File: src/rtl/hazard_pkg.sv
// Shared types and default sizing for the hazard scoreboard.
// Imported by the scoreboard top and its busy-bit sub-module.
package hazard_pkg;

   localparam int NREG_DEF      = 32;
   localparam int MAX_OUT_DEF   = 4;
   localparam int FLUSH_CYC_DEF = 2;

   typedef enum logic {
      RUN   = 1'b0,
      FLUSH = 1'b1
   } hz_state_e;

endpackage

File: src/rtl/scoreboard_bits.sv
// Busy bit per architectural register plus outstanding long-op count.
// Register 0 is masked so it can never read as busy.
module scoreboard_bits
   import hazard_pkg::*;
#(
   parameter int NREG    = NREG_DEF,
   parameter int AW      = $clog2(NREG),
   parameter int MAX_OUT = MAX_OUT_DEF,
   parameter int PW      = $clog2(MAX_OUT + 1)
) (
   input  logic            clk,
   input  logic            rst,
   input  logic            issue,
   input  logic [AW-1:0]   issue_rd,
   input  logic            wb_valid,
   input  logic [AW-1:0]   wb_rd,
   output logic [NREG-1:0] busy_vec,
   output logic [PW-1:0]   pend_cnt,
   output logic            completing,
   output logic            bad_wb
);

   localparam logic [NREG-1:0] X0_MASK = NREG'(1);

   logic [NREG-1:0] busy_q;
   logic [NREG-1:0] set_mask;
   logic [NREG-1:0] clr_mask;
   logic [PW-1:0]   pend_q;

   assign completing = wb_valid && busy_q[wb_rd];
   assign bad_wb     = wb_valid && !busy_q[wb_rd];
   assign busy_vec   = busy_q;
   assign pend_cnt   = pend_q;

   always_comb begin
      set_mask = '0;
      clr_mask = '0;
      if (issue)
         set_mask[issue_rd] = 1'b1;
      if (completing)
         clr_mask[wb_rd] = 1'b1;
   end

   // Clear before set: a same-register issue/complete keeps the bit.
   always_ff @(posedge clk or posedge rst) begin
      if (rst) begin
         busy_q <= '0;
         pend_q <= '0;
      end else begin
         busy_q <= ((busy_q & ~clr_mask) | set_mask) & ~X0_MASK;
         unique case ({issue, completing})
            2'b10:   pend_q <= pend_q + PW'(1);
            2'b01:   pend_q <= pend_q - PW'(1);
            default: pend_q <= pend_q;
         endcase
      end
   end

endmodule

File: src/rtl/hazard_scoreboard.sv
// ID-stage hazard detection: RAW/WAW on long ops, load-use, capacity,
// and branch flush sequencing, driving the front-end stall controls.
module hazard_scoreboard
   import hazard_pkg::*;
#(
   parameter int NREG      = NREG_DEF,
   parameter int AW        = $clog2(NREG),
   parameter int MAX_OUT   = MAX_OUT_DEF,
   parameter int FLUSH_CYC = FLUSH_CYC_DEF,
   parameter int BYPASS_WB = 1
) (
   input  logic                         clk,
   input  logic                         rst,
   input  logic                         id_valid,
   input  logic [AW-1:0]                id_rs1,
   input  logic [AW-1:0]                id_rs2,
   input  logic [AW-1:0]                id_rd,
   input  logic                         id_uses_rs1,
   input  logic                         id_uses_rs2,
   input  logic                         id_writes_rd,
   input  logic                         id_long,
   input  logic                         ex_valid,
   input  logic                         ex_mem_read,
   input  logic [AW-1:0]                ex_rd,
   input  logic                         ex_branch_taken,
   input  logic                         wb_long_valid,
   input  logic [AW-1:0]                wb_long_rd,
   output logic                         pc_write,
   output logic                         if_id_write,
   output logic                         if_id_flush,
   output logic                         id_ex_bubble,
   output logic [NREG-1:0]              busy_vec,
   output logic [$clog2(MAX_OUT+1)-1:0] pend_cnt,
   output logic                         sb_err,
   output logic [15:0]                  stall_cnt
);

   localparam int PW = $clog2(MAX_OUT + 1);
   localparam int CW = $clog2(FLUSH_CYC + 1);
   localparam logic [CW-1:0] RELOAD = CW'(FLUSH_CYC - 1);
   localparam logic BYP = (BYPASS_WB != 0);

   hz_state_e     state_q, state_d;
   logic [CW-1:0] fcnt_q, fcnt_d;

   logic completing, bad_wb;
   logic byp_rs1, byp_rs2, byp_rd;
   logic haz_rs1, haz_rs2, haz_waw, haz_lu, haz_cap;
   logic lu_rs1, lu_rs2;
   logic stall, flush_act, issue;

   scoreboard_bits #(
      .NREG    (NREG),
      .AW      (AW),
      .MAX_OUT (MAX_OUT),
      .PW      (PW)
   ) u_bits (
      .clk        (clk),
      .rst        (rst),
      .issue      (issue),
      .issue_rd   (id_rd),
      .wb_valid   (wb_long_valid),
      .wb_rd      (wb_long_rd),
      .busy_vec   (busy_vec),
      .pend_cnt   (pend_cnt),
      .completing (completing),
      .bad_wb     (bad_wb)
   );

   assign byp_rs1 = BYP && wb_long_valid && (wb_long_rd == id_rs1);
   assign byp_rs2 = BYP && wb_long_valid && (wb_long_rd == id_rs2);
   assign byp_rd  = BYP && wb_long_valid && (wb_long_rd == id_rd);

   assign haz_rs1 = id_uses_rs1 && (id_rs1 != '0)
                 && busy_vec[id_rs1] && !byp_rs1;
   assign haz_rs2 = id_uses_rs2 && (id_rs2 != '0)
                 && busy_vec[id_rs2] && !byp_rs2;
   assign haz_waw = id_writes_rd && (id_rd != '0)
                 && busy_vec[id_rd] && !byp_rd;

   assign lu_rs1 = id_uses_rs1 && (id_rs1 != '0) && (id_rs1 == ex_rd);
   assign lu_rs2 = id_uses_rs2 && (id_rs2 != '0) && (id_rs2 == ex_rd);
   assign haz_lu = ex_valid && ex_mem_read && (ex_rd != '0)
                && (lu_rs1 || lu_rs2);

   // A completion this cycle frees a slot for the incoming long op.
   assign haz_cap = id_long && (pend_cnt == PW'(MAX_OUT)) && !completing;

   assign stall = id_valid && (state_q == RUN)
               && (haz_rs1 || haz_rs2 || haz_waw || haz_lu || haz_cap);

   assign flush_act = (state_q == FLUSH)
                   || ((state_q == RUN) && ex_branch_taken);

   assign issue = id_valid && id_long && id_writes_rd && (id_rd != '0)
               && !stall && !flush_act;

   always_comb begin
      pc_write     = 1'b1;
      if_id_write  = 1'b1;
      if_id_flush  = 1'b0;
      id_ex_bubble = 1'b0;
      unique case (1'b1)
         flush_act: begin
            if_id_flush  = 1'b1;
            id_ex_bubble = 1'b1;
         end
         (stall && !flush_act): begin
            pc_write     = 1'b0;
            if_id_write  = 1'b0;
            id_ex_bubble = 1'b1;
         end
         default: ;
      endcase
   end

   always_comb begin
      state_d = state_q;
      fcnt_d  = fcnt_q;
      unique case (state_q)
         RUN: begin
            if (ex_branch_taken && (FLUSH_CYC > 1)) begin
               state_d = FLUSH;
               fcnt_d  = RELOAD;
            end
         end
         FLUSH: begin
            if (ex_branch_taken) begin
               fcnt_d = RELOAD;
            end else if (fcnt_q == CW'(1)) begin
               state_d = RUN;
               fcnt_d  = '0;
            end else begin
               fcnt_d = fcnt_q - CW'(1);
            end
         end
         default: begin
            state_d = RUN;
            fcnt_d  = '0;
         end
      endcase
   end

   always_ff @(posedge clk or posedge rst) begin
      if (rst) begin
         state_q   <= RUN;
         fcnt_q    <= '0;
         sb_err    <= 1'b0;
         stall_cnt <= '0;
      end else begin
         state_q <= state_d;
         fcnt_q  <= fcnt_d;
         if (bad_wb)
            sb_err <= 1'b1;
         if (stall && (stall_cnt != 16'hFFFF))
            stall_cnt <= stall_cnt + 16'd1;
      end
   end

endmodule
File: config.mk
export PLATFORM = sky130hd
export DESIGN_NAME = hazard_scoreboard
export DESIGN_NICKNAME = d
export VERILOG_FILES = /design/src/rtl/hazard_pkg.sv /design/src/rtl/scoreboard_bits.sv /design/src/rtl/hazard_scoreboard.sv
export SDC_FILE = /design/constraint.sdc
export NUM_CORES = 1
export LEC_CHECK = 0
export ABC_AREA = 1
export BUFFER_PORTS_ARGS = -buffer_cell sky130_fd_sc_hd__buf_2
export CAP_MARGIN = 40
export CORE_UTILIZATION = 25
export DETAILED_ROUTE_END_ITERATION = 8
export PLACE_DENSITY_LB_ADDON = 0.25
export SLEW_MARGIN = 20
export SYNTH_ARGS = -nofsm -noshare
export SYNTH_HDL_FRONTEND = slang
export SYNTH_SLANG_ARGS = --single-unit
File: constraint.sdc
create_clock -name clk -period 4.04 [get_ports clk]
set_input_delay 0.606 -clock clk [delete_from_list [all_inputs] [get_ports clk]]
set_output_delay 0.606 -clock clk [all_outputs]
set_load 0.05 [all_outputs]
# After elaboration in Yosys (flattened, before gate mapping)
# Cells that the tools add are included.
[op_classes]
bitwise_logic = 4
n_mux = 26
n_eq_ne = 11
magnitude_cmp = 6
n_reduce_logical = 52
addsub = 4
[op_table]
columns = ["cell", "n"]
rows = [
  ["two-way mux 32 bit", 2],
  ["logical AND 1 bit", 33],
  ["bitwise AND 32 bit", 1],
  ["inverter 32 bit", 1],
  ["bitwise OR 32 bit", 1],
  ["equality test 5 bit", 5],
  ["< comparator 5 x 6 -> 1 bit, second input constant", 4],
  ["binary-select mux 1 bit (select 5 bit)", 4],
  ["nonzero test 5 bit", 4],
  ["adder 16 x 1 -> 16 bit, second input constant", 1],
  ["!= test 16 bit, second input constant", 1],
  ["two-way mux 1 bit", 12],
  ["demux 1 bit (select 5 bit)", 2],
  [">= comparator 5 x 1 -> 1 bit, second input constant", 2],
  ["zero test 1 bit", 7],
  ["logical OR 1 bit", 6],
  ["two-way mux 2 bit", 3],
  ["one-hot mux 3 bit (2 select lines)", 1],
  ["equality test 2 x 1 -> 1 bit, second input constant", 2],
  ["one-hot mux 2 bit (2 select lines)", 1],
  ["adder 3 x 1 -> 3 bit, second input constant", 1],
  ["equality test 3 bit, second input constant", 1],
  ["subtractor 3 x 1 -> 3 bit, second input constant", 1],
  ["equality test 2 bit, second input constant", 1],
  ["other kinds (6)", 6],
]
[word_totals]
wordCells = 109
in_bits = 36
regBits = 54
output_inout_bits = 56

# Longest topological paths before layout
[logic_depth]
depth_word = 14
mapped_depth = 23
mapped_depth_nobuf = 21

# Hierarchy
# Synthesis repeated with hierarchy kept, for this count alone.
[unflattened]
cells_unflattened = 817
hier_area_um2 = 5061.1
[modules_own_cells]
columns = ["mod", "area_each_um2", "cells_per_inst", "n_inst", "seq_area_each_um2"]
rows = [
  ["hazard_scoreboard", 2737.6, 479, 1, 500.5],
  ["scoreboard_bits", 2323.5, 338, 1, 850.8],
]

# Worst setup path after synthesis
# Ideal clock, no wire load.
[synth_path]
path_kind = "input port to output port"
from = "input port wb_long_rd[1]"
to = "output port pc_write"
path_buffers = 3
path_stages = 15
required_ps = 3434
arrival_ps = 2402
path_slack_ps = 1032
cell_sequence = "buf_2 > buf_4 > nand2_1 > nand2_1 > nand2_1 > nand2_1 > nor2_1 > nand2_1 > nand2_2 > nand2_1 > nand2_1 > inv_2 > nand2_4 > nand3_1 > buf_4"
[synth_between]
elab_chain_cells = 11
elab_cells_between_ends = 24
cone_classes = "3 x eq/ne; 3 x mux; 18 x reduce/logical"
[synth_rtl]
columns = ["element", "line_no", "source"]
rows = [
  ["start: declaration", "hazard_scoreboard.sv:27", "input logic [AW-1:0] wb_long_rd,"],
  ["branches (longest 7 deep; another with binary-select mux 1 bit (select 5 bit))", "--", ""],
  ["logical OR 1 bit (*)", "hazard_scoreboard.sv:90", "&& (haz_rs1 || haz_rs2 || haz_waw || haz_lu || haz_cap);"],
  ["logical AND 1 bit (*)", "hazard_scoreboard.sv:90", ""],
  ["logical AND 1 bit (*)", "hazard_scoreboard.sv:108", "(stall && !flush_act): begin"],
  ["two-way mux 1 bit (*)", "--", ""],
  ["end: declaration", "hazard_scoreboard.sv:28", "output logic pc_write,"],
]
# Mark *: on every way between the ends. The select of a mux whose other input is x is not followed.

# Worst setup path in the final report
[layout_path]
from = "input port wb_long_rd[0]"
to = "output port id_ex_bubble"
[layout_between]
elab_chain_cells = 12
elab_cells_between_ends = 25
cone_classes = "3 x eq/ne; 3 x mux; 19 x reduce/logical"
[layout_rtl]
columns = ["element", "line_no", "source"]
rows = [
  ["branches (longest 7 deep; another with binary-select mux 1 bit (select 5 bit))", "--", ""],
  ["logical OR 1 bit (*)", "hazard_scoreboard.sv:90", ""],
  ["logical AND 1 bit (*)", "hazard_scoreboard.sv:90", ""],
  ["logical AND 1 bit (*)", "hazard_scoreboard.sv:108", ""],
  ["OR reduction 2 bit (no line) (*)", "--", ""],
  ["two-way mux 1 bit (*)", "hazard_scoreboard.sv:103", "unique case (1'b1)"],
  ["end: declaration", "hazard_scoreboard.sv:31", "output logic id_ex_bubble,"],
]
# Marked as above.

==> implementation parameters <==
Parameter                              Value

STA
  Final Slew Violations ... 0
  Rel. slew slack ... 0.626
  Clock Skew ... around 0.012 ns
  Transition time at the pin with the least slew margin ... 0.553 ns
  Final Critical Period ... ~3.2 ns
  Fmax ... 308 MHz
  Period utilization ... 0.804
  Final count of hold timing violations ... 0
  Least setup slack across all paths after layout ... 0.790 ns
  RSZ-0062 raised after global routing ... no
  Total negative setup slack ... 0 ns
  Hold WS ... 0.322 ns
  Final setup vio count ... 0

Synthesis
  Cells after Synth ... 795
  Synthesized area ... around 5000 um2
  Xor and xnor area share after synthesis ... 0.0494
  Register area share after synthesis ... 0.272
  Synth Register Bits ... 54
  Biggest area consumer among synthesized cells ... sky130_fd_sc_hd__dfrtp_1
  Adder and majority gate portion of the synthesized area ... 0.0116
  Ys Warns ... 0
  Multiplexer share of the synthesized area ... 0.00227
  Synth top area share ... 0.272
  Top cells by area in the synthesized netlist ... sky130_fd_sc_hd__dfrtp_1 27%, sky130_fd_sc_hd__nand2_1 22%, sky130_fd_sc_hd__inv_1 5.9%
  Synth Area in Compound Gates ... 0.121
  Netlist cell types ... 35
  Post-synthesis simple-gate area fraction ... 0.417
  Combinational family with the most area after synthesis ... simple AND/OR/NAND/NOR gates
  Average cell area after synthesis ... 6.24 um2
  Number of nets produced by synthesis ... 835

Clock network
  Number of buffers created by CTS ... 5
  Max clock buf depth ... 2
  Clock latency at the later pin of the worst-skew pair ... 0.30 ns
  Post-CTS Setup Bufs ... 0
  CTS tree ... built
  Post-CTS clock slew at the launch and capture registers of the worst setup and hold paths ... around 0.07 ns
  Number of buffers inserted by hold repair at cts ... 0
  Resized Gates After CTS ... 0
  CTS root buf ... sky130_fd_sc_hd__clkbuf_16
  TritonCTS Sinks ... 54
  H-tree depth reported by CTS ... 2

Outcome
  Status ... finished clean

Floorplanning
  Floorplan Core Area ... 19,500 um2
  Num ports ... 92
  Die height ... roughly 140 um
  Width of the die ... 143 um
  Die outline area ... between 20,000 and 25,000 um2
  Number of placement rows ... 51
  Effective utilization at floorplan ... 0.255

Setup path
  Cell Chain, Critical Path ... buf_2 > inv_2 > nor2_1 > nand2_1 > nand3_1 > nand2_1 > nand2_1 > nor2_1 > nand2_1 > nand2_2 > nand2_1 > nand2_1 > inv_2 > nand2_4 > nand2_4 > nand2_1 > buf_2
  Crit path largest cell delay ... 0.30 ns
  Worst setup SP type ... input port
  Cell with the largest stage delay on the worst path ... sky130_fd_sc_hd__inv_2
  Required time at the worst-slack endpoint ... ~3.4 ns
  Kind of cell adding the most delay to the critical path ... simple AND/OR/NAND/NOR gates
  End of the worst register-to-register path ... u_bits.pend_cnt[2]
  Setup slack, reg-to-reg ... 1.14 ns
  CP arrival ... 2.64 ns
  Buffers and inverters on the worst path ... 4
  Largest fanout on the critical path ... 20
  Cell mode on critical path ... sky130_fd_sc_hd__nand2_1
  Launching instance or port of the critical path ... wb_long_rd[0]
  Type of the setup path with the least slack ... in -> out
  Reg2reg path depth ... 20
  Critical path endpoint category ... output pin
  Worst reg2reg startpoint ... u_bits.busy_vec[12]

Routing
  Wire per inst ... 16.0 um
  DRC viols ... 0
  Number of nets with antenna violations after routing ... 0
  Mean number of vias per cell ... 4.83
  Detailed-router iteration count before antenna repair ... 7
  Initial drt markers ... 422
  Vias after detailed routing ... between 5,000 and 6,000
  Final Routed Wirelength ... 18,000 um

Final layout
  Leading cell type in the layout, fill and taps excluded ... sky130_fd_sc_hd__nand2_1
  Leading cell types in the layout, fill and taps excluded ... 293 x sky130_fd_sc_hd__nand2_1, 90 x sky130_fd_sc_hd__buf_2, 77 x sky130_fd_sc_hd__inv_1
  Filler cell count in the final layout ... around 2,200
  Ratio of cells with drive above 1 in the final layout ... 0.166
  Area of the multi-input gates ... 2990 um2
  Number of antenna cells inserted ... 0
  # nets final ... 898
  Final design area excluding fillers ... 5700 um2
  Register area ... 1350 um2
  Layout area overhead ... 14.8%
  Final Core Density ... 0.293

Place
  Placement-stage worst setup slack ... 0.574 ns
  Number of input and output port buffers inserted ... 90
  Dpl hpwl ... 13,400 um
  Final Wtd Congestion ... approximately 0.86
  Dpl cell area ... 5520 um2

GRT
  Global-route wire length before repair ... 28,300 um
  Maximum number of pins on one net before global-route repair ... 36
  Total congestion overflow after global routing ... 0
  Initial antenna violation count ... 1
  Vias in the first global route ... between 5,000 and 6,000
  Global Route Usage Sum ... 0.181

Min path
  Hold Crit Class ... in -> async

Pwr
  Worst voltage drop across the vdd grid ... 0.293 mV
  Leakage dissipation ... 2.91 nW
  Power density relative to cell area ... 313 nW/um2

Flow run
  Reported max-cap violation count ... 0
==> where the power goes <==
group          switching, W  leakage (nW)  internal [W]
combinational      0.000448          2.10      0.000153
sequential        0.0000741         0.726      0.000584
clock              0.000209        0.0875      0.000312
==> Yosys cell counts, drive strengths merged <==
master  number
inv         92
clkbuf       3
buf         37
mux2         1
or4          1
nor4b        1
nor3        23
nand4       37
fa           1
ha           3
a21oi        9
clkinv       1
o31ai       31
o21ai       31
dfrtp       54
nand2      297
nor2        70
o211ai       6
nor4         2
xor2        19
nand3       56
a31o         1
o22ai        9
xnor2        9
conb         1
==> layer usage <==
metal | routed length (um) | GRT usage | up-vias
met5 | 13 | 0 | -
met4 | 256 | 0.0464 | 2
met3 | 986 | 0.0215 | 18
met2 | 8160 | 0.292 | 168
met1 | 8610 | 0.254 | 2544
li1 | - | - | 2697
==> cell type report <==
type | count | area share
Tap cell | 265 | 0.0582
Clock buffer | 6 | 0.0244
Timing Repair Buffer | 96 | 0.0870
Inverter | 93 | 0.0617
Sequential cell | 54 | 0.237
Clock inverter | 2 | 0.00681
Multi-Input combinational cell | 608 | 0.525
==> worst max path at each step <==
stage / end / slack, ns / cells after the start
finish: id_ex_bubble / 0.79 / 17
global placement: u_bits.pend_cnt[2] / 0.59 / 18
CTS: id_ex_bubble / 0.74 / 17
detailed placement: u_bits.pend_cnt[2] / 0.57 / 18
floorplan: pc_write / 1.03 / 15
global route: u_bits.pend_cnt[2] / 0.57 / 21
==> logic make-up after synthesis <==
kind of cell	count (synthesis)
buf+inv	133
simple gates	487
xor+xnor	28
fa+ha+maj	4
flops	54
other cells	1
compound gates	87
mux	1
==> flip-flops by register name (all words and copies together), names as in the netlist <==
register and flops:
u_bits.busy_vec 31, fcnt_q 2, state_q 1, stall_cnt 16, u_bits.pend_cnt 3, sb_err 1
==> through the flow <==
stage	power [W]	cells
after floorplan	0.00111	795
after global placement	0.00127	1116
after detailed placement	0.00127	1116
after CTS	0.00180	1124
after global routing	0.00189	1124
final	0.00178	1124
==> worst register-to-register path, stage by stage, from the launching register on <==
cell	delay [ns]
sky130_fd_sc_hd__dfrtp_1	0.47
sky130_fd_sc_hd__inv_1	0.14
sky130_fd_sc_hd__o21ai_0	0.17
sky130_fd_sc_hd__nand2_1	0.07
sky130_fd_sc_hd__nand2_1	0.06
sky130_fd_sc_hd__nand2_1	0.04
sky130_fd_sc_hd__nand2_1	0.07
sky130_fd_sc_hd__nor2_1	0.06
sky130_fd_sc_hd__nand2_1	0.07
sky130_fd_sc_hd__nand2_2	0.05
sky130_fd_sc_hd__nand2_1	0.07
sky130_fd_sc_hd__nand2_1	0.06
sky130_fd_sc_hd__inv_2	0.06
sky130_fd_sc_hd__nand2_4	0.08
sky130_fd_sc_hd__nand2_4	0.18
sky130_fd_sc_hd__nand3_1	0.10
sky130_fd_sc_hd__ha_1	0.22
sky130_fd_sc_hd__fa_1	0.38
sky130_fd_sc_hd__a21oi_1	0.14
sky130_fd_sc_hd__o21ai_0	0.11
sky130_fd_sc_hd__xor2_1	0.15
No activity file was read; power rests on OpenSTA's default activity.
